$ cat src/rtl/udp_status_pkg.sv
// udp_status_pkg: shared constants and types for the UDP status datagram sender.
package udp_status_pkg;
  localparam int PAYLOAD_LEN = 16;
  localparam logic [7:0] TYPE_ACK = 8'h01;
  localparam logic [7:0] TYPE_HEARTBEAT = 8'h02;
  localparam logic [15:0] DEFAULT_MAGIC = 16'h4C43;
  localparam logic [3:0] OFF_MAGIC = 4'd0;
  localparam logic [3:0] OFF_TYPE = 4'd2;
  localparam logic [3:0] OFF_BUTTON = 4'd3;
  localparam logic [3:0] OFF_SEQ = 4'd4;
  localparam logic [3:0] OFF_FRAME = 4'd6;
  localparam logic [3:0] OFF_ERR = 4'd10;
  localparam logic [3:0] OFF_MASK = 4'd12;
  localparam logic [3:0] OFF_PAD = 4'd14;
  localparam logic [3:0] OFF_CSUM = 4'd15;
  typedef enum logic {IDLE, SEND} state_t;
endpackage

$ cat src/rtl/heartbeat_timer.sv
// heartbeat_timer: free-running 0..HEARTBEAT_CYCLES-1 counter; tick on terminal count, never when 0.
module heartbeat_timer #(
  parameter int unsigned HEARTBEAT_CYCLES = 125000000
) (
  input  logic clock,
  input  logic resetn,
  output logic tick
);
  localparam int W = HEARTBEAT_CYCLES > 1 ? $clog2(HEARTBEAT_CYCLES) : 1;
  logic [W-1:0] cnt;
  assign tick = HEARTBEAT_CYCLES != 0 && cnt == W'(HEARTBEAT_CYCLES - 1);
  always_ff @(posedge clock or negedge resetn)
    if (!resetn) cnt <= '0;
    else cnt <= (HEARTBEAT_CYCLES == 0 || tick) ? '0 : cnt + 1'b1;
endmodule

$ cat src/rtl/udp_status_sender.sv
// udp_status_sender: builds 16-byte ack/heartbeat status datagrams and streams them into udp0_sink.
module udp_status_sender
  import udp_status_pkg::*;
#(
  parameter int unsigned HEARTBEAT_CYCLES = 125000000,
  parameter logic [15:0] MAGIC = DEFAULT_MAGIC
) (
  input  logic       clock,
  input  logic       resetn,
  input  logic       ack_req,
  input  logic       rx_error,
  input  logic       button,
  input  logic [8:0] panel_mask,
  output logic       udp0_sink_valid,
  output logic       udp0_sink_last,
  output logic [7:0] udp0_sink_data,
  input  logic       udp0_sink_ready,
  output logic       busy
);
  state_t state;
  logic tick, ack_pending, hb_pending, accept;
  logic [31:0] frame_cnt;
  logic [15:0] err_cnt, seq;
  logic [3:0] byte_idx;
  logic [PAYLOAD_LEN-1:0][7:0] live, snap;
  heartbeat_timer #(.HEARTBEAT_CYCLES(HEARTBEAT_CYCLES)) u_timer (
    .clock(clock),
    .resetn(resetn),
    .tick(tick)
  );
  assign accept = state == SEND && udp0_sink_ready;
  always_comb begin
    live = '0;
    live[OFF_MAGIC] = MAGIC[15:8];
    live[OFF_MAGIC+4'd1] = MAGIC[7:0];
    live[OFF_TYPE] = ack_pending ? TYPE_ACK : TYPE_HEARTBEAT;
    live[OFF_BUTTON] = {7'b0, button};
    live[OFF_SEQ] = seq[15:8];
    live[OFF_SEQ+4'd1] = seq[7:0];
    live[OFF_FRAME] = frame_cnt[31:24];
    live[OFF_FRAME+4'd1] = frame_cnt[23:16];
    live[OFF_FRAME+4'd2] = frame_cnt[15:8];
    live[OFF_FRAME+4'd3] = frame_cnt[7:0];
    live[OFF_ERR] = err_cnt[15:8];
    live[OFF_ERR+4'd1] = err_cnt[7:0];
    live[OFF_MASK] = {7'b0, panel_mask[8]};
    live[OFF_MASK+4'd1] = panel_mask[7:0];
    live[OFF_PAD] = 8'h00;
    for (int i = 0; i < int'(OFF_CSUM); i++) live[OFF_CSUM] = live[OFF_CSUM] ^ live[4'(i)];
  end
  // Pending flags: a request arriving on the very cycle IDLE consumes the flag keeps it set.
  always_ff @(posedge clock or negedge resetn)
    if (!resetn) begin
      state <= IDLE;
      ack_pending <= 1'b0;
      hb_pending <= 1'b0;
      frame_cnt <= '0;
      err_cnt <= '0;
      seq <= '0;
      byte_idx <= '0;
      snap <= '0;
      udp0_sink_valid <= 1'b0;
      udp0_sink_last <= 1'b0;
      udp0_sink_data <= '0;
      busy <= 1'b0;
    end else begin
      frame_cnt <= frame_cnt + 32'(ack_req);
      if (rx_error && err_cnt != 16'hFFFF) err_cnt <= err_cnt + 16'd1;
      ack_pending <= ack_req || (ack_pending && state != IDLE);
      hb_pending <= tick || (hb_pending && (state != IDLE || ack_pending));
      if (state == IDLE && (ack_pending || hb_pending)) begin
        state <= SEND;
        busy <= 1'b1;
        snap <= live;
        byte_idx <= '0;
        udp0_sink_valid <= 1'b1;
        udp0_sink_data <= live[0];
      end else if (accept) begin
        if (byte_idx == OFF_CSUM) begin
          state <= IDLE;
          busy <= 1'b0;
          udp0_sink_valid <= 1'b0;
          udp0_sink_last <= 1'b0;
          udp0_sink_data <= '0;
          seq <= seq + 16'd1;
        end else begin
          byte_idx <= byte_idx + 4'd1;
          udp0_sink_data <= snap[byte_idx+4'd1];
          udp0_sink_last <= byte_idx == OFF_CSUM - 4'd1;
        end
      end
    end
endmodule
$ cat config.mk
export PLATFORM = sky130hd
export DESIGN_NAME = udp_status_sender
export DESIGN_NICKNAME = d
export VERILOG_FILES = /design/src/rtl/udp_status_pkg.sv /design/src/rtl/heartbeat_timer.sv /design/src/rtl/udp_status_sender.sv
export SDC_FILE = /design/constraint.sdc
export NUM_CORES = 1
export LEC_CHECK = 0
export CORE_ASPECT_RATIO = 0.6
export CORE_MARGIN = 8
export CORE_UTILIZATION = 64
export DETAILED_ROUTE_END_ITERATION = 12
export GPL_ROUTABILITY_DRIVEN = 0
export PLACE_DENSITY = 0.86
export SLEW_MARGIN = 20
export SYNTH_ARGS = -nofsm -noshare
export SYNTH_HDL_FRONTEND = slang
export SYNTH_SLANG_ARGS = --single-unit
$ cat constraint.sdc
create_clock -name clock -period 4.37 [get_ports clock]
set_clock_uncertainty 0.2 [all_clocks]
set_input_delay 0.6555 -clock clock [delete_from_list [all_inputs] [get_ports clock]]
set_output_delay 0.6555 -clock clock [all_outputs]
set_load 0.01 [all_outputs]
==> results.txt, run 1 <==
status: complete, no violations
EDFF count, synth: 0
io pins: 26
Peak VDD IR: 276 uV
Logic pwr share: 28.5%
synthesized flop and latch total: 184
die area: 17,200 um2
Setup Buffers After CTS: 0
FF/Latch Area: 4600 um2
Worst Setup Start Kind: input port
clk sink count: 184
largest cells by area after synthesis: dfrtp_1 55%, mux2_2 9.6%, xnor2_1 4.5%
CTS Buffer Depth: 2
FILL cells: 771
RSZ-0062 raised after global routing: no
top_reg_cell synth: dfrtp_1
clk root buf: clkbuf_16
setup TNS: 0 ns
top-count cell post-synth: dfrtp_1
Netlist Area Pre-Place: 8410 um2
CTS tree: built
global route overflow: 0
final max-slew violation count: 0
area leader, netlist: dfrtp_1
total number of vias: 5,836
clock slew at reported path FFs: 0.07 ns
wire per inst: 21.4 um
Rows: 32
Yosys Warn Count: 0
register area share after synthesis: 54.8%
WL met2: 8.94 mm
hpwl dp: 12.6 mm
Area growth syn-to-layout: 12.1%
Crit path required time: 4.47 ns
Worst path max stage delay: 0.89 ns
Worst slew margin: 26.4%
CP most frequent cell: ha_1
Slowest cell on crit path: nor4_2
final net count: 733
Residual DRC: 0
Routed Antenna Nets: 0
Tmin final: 3.03 ns
largest net degree at the start of global routing: 93
drt first pass iters: 7
Final Hold Vio Count: 0
Worst Reg-to-Reg Cells: 5
CTS buffer count: 17
Pleak: 4.25 nW
Setup-failing EPs final: 0
layout cells sized above 1: 18.4%
period utilization: 69.3%
sw frac: 32.5%
initial DRC count: 690
sw power: 1.69 mW
Initial Util: 65.4%
Worst R2R Setup Slack: 1.38 ns
critical path data arrival time: 3.14 ns
vias in the first global route: 6,033
fin util: 73.4%
post-synthesis net count: 708
Synth top area share: 54.8%
number of port buffers: 25
Clk pwr share: 29.0%
vias per std cell: 6.54
# H-tree levels: 4
chip height: 105 um
internal power: 3.52 mW
Critical Path End Type: flop
Placeable Area: 12,900 um2
Avg Cell Area, Syn: 12.3 um2
# diodes: 0
wl on met1: 8.23 mm
GRT Util Overall: 23.5%
Tot Pwr: 5.21 mW
die width: 164 um
Skew-Pair Late Insertion Delay: 0.43 ns
metal3 WL: 1.36 mm
Least-Margin Pin Slew: 1.10 ns
most instantiated cells after synthesis: 184 x dfrtp_1, 72 x mux2_2, 46 x nand3_1
pwr/cell area: 553 nW/um2
initial antenna violation count: 0
Hold WC Path Type: input port to asynchronous set/reset pin
Synth Instances: 686
Netlist cell types: 53
Routed Wire Length: 19.1 mm
ys async rst share: 100%
cts hold-fix bufs: 0
Peak Freq: 330 MHz
Seq pwr share: 42.5%
first-pass GRT wire length: 31.7 mm
Max FO, Critical Path: 10
CP cell instances: clkdlybuf4s50_1, ha_1, ha_1, inv_1, nor4_2, nand4_1, xnor2_1
Multi-input gate area: 3660 um2
start of the worst register-to-register path: byte_idx[1]
DR top layer: met4
Worst R2R End: udp0_sink_data[3]
Post-CTS Resized: 0
MaxCap Viol Count: 0
CP Class: input port to flop
-- power by group through the flow --
stage          clock network [mW]  logic [mW]  registers (mW)
5_1_grt                      1.59        1.61            2.24
6_report                     1.51        1.49            2.21
3_5_place_dp                    0        1.43            2.23
2_1_floorplan                   0        1.04            2.14
3_3_place_gp                    0        1.36            2.21
4_1_cts                      1.53        1.45            2.21
-- cell usage in the layout (no fill, tap or decap), types with 2 or more instances in the layout --
master,synthesis,routed
ha_1,7,7
mux2_2,72,72
xor2_1,33,33
nor4_2,4,4
nand2_1,44,44
nand2b_1,3,3
clkdlybuf4s50_1,0,24
a21oi_1,16,16
o31ai_1,10,10
nor3_1,14,14
and2_1,5,5
a221oi_1,2,2
mux2i_1,4,4
xnor2_1,43,43
buf_4,2,6
a221o_1,3,3
or3_1,3,3
and3_1,17,17
and4_1,11,11
nor4_1,5,5
nor2b_1,2,2
a31o_2,2,2
o311ai_0,3,3
or4_1,9,9
nor4b_1,2,2
nand4b_1,3,3
nand4_1,23,23
clkbuf_1,20,3
dfrtp_1,184,184
nand3_1,46,46
clkbuf_16,0,17
inv_1,10,10
a211oi_1,9,9
inv_6,0,2
bufinv_16,0,2
nor2_1,24,24
o21ai_0,15,15
clkinvlp_4,0,4
mux4_2,15,15
-- per-stage QoR --
stage / worst slack [ns] / cells / instance area [um2] / hold WS (ns)
3_5_place_dp: 0.964 / 861 / 8830 / 0.261
5_1_grt: 1.14 / 893 / 9430 / 0.163
6_report: 1.34 / 893 / 9430 / 0.0686
4_1_cts: 1.38 / 892 / 9400 / 0.125
3_3_place_gp: 1.08 / 861 / 8830 / 0.255
2_1_floorplan: 1.57 / 686 / 8410 / 0.160
-- layer usage --
metal  global-route usage (%)  vias to the layer above
li1                         -                     2569
met1                     31.8                     2975
met2                     35.2                      234
met3                     6.15                       58
met4                     10.4                        0
met5                        0                        -
-- sequential cells by signal (all words and copies together) (netlist names) --
register	count
snap	77
frame_cnt	32
u_timer.cnt	27
err_cnt	16
seq	16
udp0_sink_data	8
byte_idx	4
ack_pending	1
hb_pending	1
state	1
udp0_sink_last	1
-- cell families after synthesis --
| logic type | after synthesis | share of synthesized area (%) |
|---|---|---|
| adder cells (fa/ha/maj) | 7 | 1.04 |
| XOR/XNOR | 76 | 7.92 |
| AO/OA/AOI/OAI | 71 | 5.61 |
| flip-flops | 184 | 54.8 |
| buffers and inverters | 37 | 1.87 |
| multiplexers | 91 | 14.1 |
| AND/OR/NAND/NOR | 220 | 14.7 |
-- worst max-delay path by stage --
| stage | startpoint | endpoint | cells past startpoint | slack [ns] |
|---|---|---|---|---|
| floorplan | byte_idx[0] | udp0_sink_data[4] | 10 | 1.57 |
| global placement | ack_req | frame_cnt[18] | 7 | 1.08 |
| detailed placement | ack_req | frame_cnt[26] | 7 | 0.96 |
| CTS | ack_req | frame_cnt[26] | 7 | 1.38 |
| global route | byte_idx[1] | udp0_sink_data[2] | 5 | 1.14 |
| finish | ack_req | frame_cnt[22] | 7 | 1.34 |
-- area by class of cell --
cell class / count / area share [%]
clock inverters: 10 / 1.29
flip-flops and latches: 184 / 48.8
repair buffers: 33 / 3.65
inverters: 10 / 0.398
multi-input cells: 465 / 38.8
clock buffers: 21 / 4.78
well taps: 170 / 2.26
-- worst max-delay path: cells and delay by family --
kind | cells | cell delay, ns
XOR/XNOR | 1 | 0.19
buffers and inverters | 2 | 0.61
AND/OR/NAND/NOR | 2 | 1.15
adder cells (fa/ha/maj) | 2 | 0.52
Power figures use the tool's default switching activity.
==> run 2: changes to the inputs <==
--- a/config.mk
+++ b/config.mk
@@ -7,10 +7,10 @@
 export LEC_CHECK = 0
 export CORE_ASPECT_RATIO = 0.6
 export CORE_MARGIN = 8
-export CORE_UTILIZATION = 64
+export CORE_UTILIZATION = 61
 export DETAILED_ROUTE_END_ITERATION = 12
 export GPL_ROUTABILITY_DRIVEN = 0
-export PLACE_DENSITY = 0.86
+export PLACE_DENSITY = 0.82
 export SLEW_MARGIN = 20
 export SYNTH_ARGS = -nofsm -noshare
 export SYNTH_HDL_FRONTEND = slang
==> constraint.sdc (replaced) <==
create_clock -name clock -period 3.15 [get_ports clock]
set_clock_uncertainty 0.2 [all_clocks]
set_input_delay 0.4725 -clock clock [delete_from_list [all_inputs] [get_ports clock]]
set_output_delay 0.4725 -clock clock [all_outputs]
set_load 0.01 [all_outputs]
==> results.txt, run 2 (synthesis gave the netlist of run 1 again) <==
# H-tree levels: 4
Rows: 33
Skew-Pair Late Insertion Delay: 0.42 ns
kind of cell adding the most delay to the critical path: simple AND/OR/NAND/NOR gates
most common cell after layout, fill and taps aside: dfrtp_1
Top reg by flops: snap
wire per inst: 20.8 um
max reg flops: 77
Area growth syn-to-layout: 13.7%
vias per std cell: 6.44
fin util: 70.6%
Buffers & Inverters on Critical Path: 0
Peak Freq: 372 MHz
die width: 168 um
# diodes: 0
final max-slew violation count: 0
FF/Latch Area: 4600 um2
clk sink count: 184
io pins: 26
Worst R2R End: udp0_sink_data[6]
Routed Antenna Nets: 0
largest registers: snap (77), frame_cnt (32), u_timer.cnt (27)
vias in the first global route: 5,683
chip height: 107 um
clock slew at reported path FFs: 0.07 ns
Initial Util: 62.1%
global route overflow: 0
Worst slew margin: 35.5%
Worst R2R Setup Slack: 0.46 ns
setup ws final: 0.458 ns
GRT Util Overall: 21.7%
start of the worst register-to-register path: byte_idx[1]
WHS: 0.276 ns
Worst Reg-to-Reg Cells: 5
Placeable Area: 13,500 um2
Slowest cell on crit path: ha_1
drt first pass iters: 7
period utilization: 85.4%
layout cells sized above 1: 19.3%
first-pass GRT wire length: 30.7 mm
worst slack, placed: 0.396 ns
Hold Path Depth: 1
MaxCap Viol Count: 0
Setup Buffers After CTS: 0
CP cell instances: ha_1, nor2b_1, and3_1, a211oi_1, o311ai_0
Pleak: 4.32 nW
Hold WC Path Type: flop to flop
Multi-input gate area: 3660 um2
critical path data arrival time: 2.78 ns
largest net degree at the start of global routing: 62
final net count: 738
CP Class: flop to flop
FILL cells: 840
CTS buffer count: 17
Worst Setup Start Kind: flop
total number of vias: 5,824
Crit path required time: 3.24 ns
Max FO, Critical Path: 10
die area: 17,900 um2
worst min-delay path startpoint: frame_cnt[31]
RSZ-0062 raised after global routing: no
Peak VDD IR: 400 uV
initial antenna violation count: 0
CTS tree: built
Tmin final: 2.69 ns
Routed Wire Length: 18.8 mm
status: complete, no violations
initial DRC count: 608
Final Hold Vio Count: 0
Residual DRC: 0
Least-Margin Pin Slew: 0.959 ns
setup TNS: 0 ns
end of the worst hold path: frame_cnt[31]
CTS Buffer Depth: 2
number of port buffers: 25
pwr/cell area: 777 nW/um2
clk root buf: clkbuf_16
hpwl dp: 12.4 mm
Critical Path End Type: flop
Worst path max stage delay: 0.62 ns
most frequent cells in the layout: 184 x dfrtp_1, 72 x mux2_2, 46 x nand3_1
Setup-failing EPs final: 0
## run 2: metal layers
metal | up-vias | global-route usage (%) | wire (um)
li1 | 2577 | - | -
met1 | 2977 | 30.2 | 8240
met2 | 236 | 32.4 | 8750
met3 | 34 | 6.82 | 1490
met4 | 0 | 6.21 | 344
met5 | - | 0 | 0
## run 2: area by class of cell
type,count,area share (%)
inverters,10,0.393
clock buffers,17,4.45
flip-flops and latches,184,48.2
multi-input cells,465,38.3
well taps,175,2.29
repair buffers,38,4.28
clock inverters,15,2.15
## run 2: worst max-delay path by stage
stage	from	endpoint	slack (ns)	cells after the start
2_1_floorplan	byte_idx[0]	udp0_sink_data[4]	0.35	10
3_3_place_gp	ack_req	frame_cnt[18]	0.48	8
3_5_place_dp	ack_req	frame_cnt[28]	0.40	8
4_1_cts	byte_idx[1]	udp0_sink_data[3]	0.48	5
5_1_grt	byte_idx[0]	udp0_sink_data[1]	0.37	7
6_report	byte_idx[1]	udp0_sink_data[6]	0.46	5
## run 2: stage by stage
step	std cells	area, um2	power [mW]
after global placement	870	8890	4.97
after CTS	903	9530	7.38
final	904	9560	7.42
after floorplan	686	8410	4.42
after global routing	904	9560	7.76
after detailed placement	870	8890	5.07
## run 2: where the power goes
group	internal (mW)	switching, mW
Sequential	2.72	0.344
Combinational	0.977	1.12
Clock	1.29	0.980
## run 2: what timing repair did
action / in CTS / in global routing
resized for setup: 0 / 0
endpoints found under the hold margin: 58 / 0
hold buffers: 1 / 0
==> run 3: changes to the inputs <==
--- a/config.mk
+++ b/config.mk
@@ -11,7 +11,6 @@
 export DETAILED_ROUTE_END_ITERATION = 12
 export GPL_ROUTABILITY_DRIVEN = 0
 export PLACE_DENSITY = 0.82
-export SLEW_MARGIN = 20
 export SYNTH_ARGS = -nofsm -noshare
 export SYNTH_HDL_FRONTEND = slang
 export SYNTH_SLANG_ARGS = --single-unit
==> results.txt, run 3 (synthesis gave the netlist of run 1 again) <==
status: complete, no violations
initial DRC count: 642
Worst R2R Setup Slack: 0.43 ns
end of the worst hold path: frame_cnt[31]
CTS buffer count: 17
Max FO, Critical Path: 10
number of port buffers: 25
chip height: 107 um
Peak Freq: 368 MHz
CP Class: flop to flop
start of the worst register-to-register path: byte_idx[1]
initial antenna violation count: 0
CTS tree: built
clk root buf: clkbuf_16
Placeable Area: 13,500 um2
pwr/cell area: 773 nW/um2
drt first pass iters: 7
Worst path max stage delay: 0.62 ns
MaxCap Viol Count: 0
fin util: 70.4%
Worst Setup Start Kind: flop
Critical Path End Type: flop
RSZ-0062 raised after global routing: no
Crit path required time: 3.24 ns
max reg flops: 77
Setup-failing EPs final: 0
Slowest cell on crit path: nor2b_1
Skew-Pair Late Insertion Delay: 0.42 ns
vias per std cell: 6.41
Worst R2R End: udp0_sink_data[6]
CP cell instances: ha_1, nor2b_1, and3_1, a211oi_1, o311ai_0
Pleak: 4.31 nW
critical path data arrival time: 2.80 ns
# diodes: 0
Tmin final: 2.72 ns
clock slew at reported path FFs: 0.07 ns
largest net degree at the start of global routing: 62
die width: 168 um
Routed Wire Length: 18.6 mm
Initial Util: 62.1%
Final Hold Vio Count: 0
Area growth syn-to-layout: 13.3%
Residual DRC: 0
Cell Area, Placed: 8890 um2
worst min-delay path startpoint: frame_cnt[31]
Top reg by flops: snap
total number of vias: 5,784
most common cell after layout, fill and taps aside: dfrtp_1
die area: 17,900 um2
vias in the first global route: 5,683
Post-CTS Resized: 0
Hold Path Depth: 1
GRT Util Overall: 21.7%
Peak VDD IR: 518 uV
# H-tree levels: 4
setup TNS: 0 ns
Rows: 33
Worst slew margin: 23.9%
final net count: 737
Hold WC Path Type: flop to flop
period utilization: 86.3%
largest registers: snap (77), frame_cnt (32), u_timer.cnt (27)
Routed Antenna Nets: 0
most frequent cells in the layout: 184 x dfrtp_1, 72 x mux2_2, 46 x nand3_1
Least-Margin Pin Slew: 1.14 ns
Worst Reg-to-Reg Cells: 5
clk sink count: 184
layout cells sized above 1: 19.2%
CTS Buffer Depth: 2
final max-slew violation count: 0
first-pass GRT wire length: 30.7 mm
fin area: 9530 um2
io pins: 26
wire per inst: 20.6 um
global route overflow: 0
hpwl dp: 12.4 mm
[run 3: changes by cell type in the layout (fill, tap and decap cells not counted), sizes merged]
| cell | change |
|---|---|
| buf | -1 |
[run 3: power breakdown]
| group | internal, mW | switching (mW) |
|---|---|---|
| clock | 1.29 | 0.976 |
| sequential | 2.72 | 0.337 |
| combinational | 0.951 | 1.10 |
| total | 4.96 | 2.41 |
[run 3: repair_timing]
item | CTS | global route
hold buffers | 1 | 0
hold endpoints to repair | 58 | 0
setup buffers | 0 | 0
setup endpoints to repair | 0 | 0
[run 3: metal layers]
metal | GRT usage, % | wire [um]
met2 | 32.4 | 8580
met4 | 6.21 | 328
met3 | 6.82 | 1510
met5 | 0 | 0
met1 | 30.2 | 8150
[run 3: area by class of cell]
class / instances / area (um2)
flip-flops and latches: 184 / 4600
fillers: 842 / 4010
multi-input cells: 465 / 3660
clock buffers: 17 / 425
repair buffers: 37 / 382
well taps: 175 / 219
clock inverters: 15 / 205
inverters: 10 / 37.5
[run 3: how the worst max path moves through the flow]
stage / startpoint / end / slack, ns / depth (start not counted)
6_report: byte_idx[1] / udp0_sink_data[6] / 0.43 / 5
5_1_grt: byte_idx[1] / udp0_sink_data[6] / 0.34 / 5
4_1_cts: byte_idx[1] / udp0_sink_data[3] / 0.48 / 5
3_5_place_dp: ack_req / frame_cnt[28] / 0.40 / 8
3_3_place_gp: ack_req / frame_cnt[18] / 0.48 / 8
2_1_floorplan: byte_idx[0] / udp0_sink_data[4] / 0.35 / 10
[run 3: worst max-delay path, delay by kind of cell, from the launching register on]
family | cells | cell delay, ns
flip-flops | 1 | 0.42
AND/OR/NAND/NOR | 2 | 0.87
adder cells (fa/ha/maj) | 1 | 0.61
AO/OA/AOI/OAI | 2 | 0.47
[run 3: through the flow]
stage	hold WS [ns]	cells	power (mW)	setup WS, ns
finish	0.276	903	7.37	0.432
global route	0.279	903	7.70	0.344
CTS	0.274	903	7.38	0.485
detailed placement	0.262	870	5.07	0.396
global placement	0.257	870	4.97	0.480
floorplan	-0.0231	686	4.42	0.352
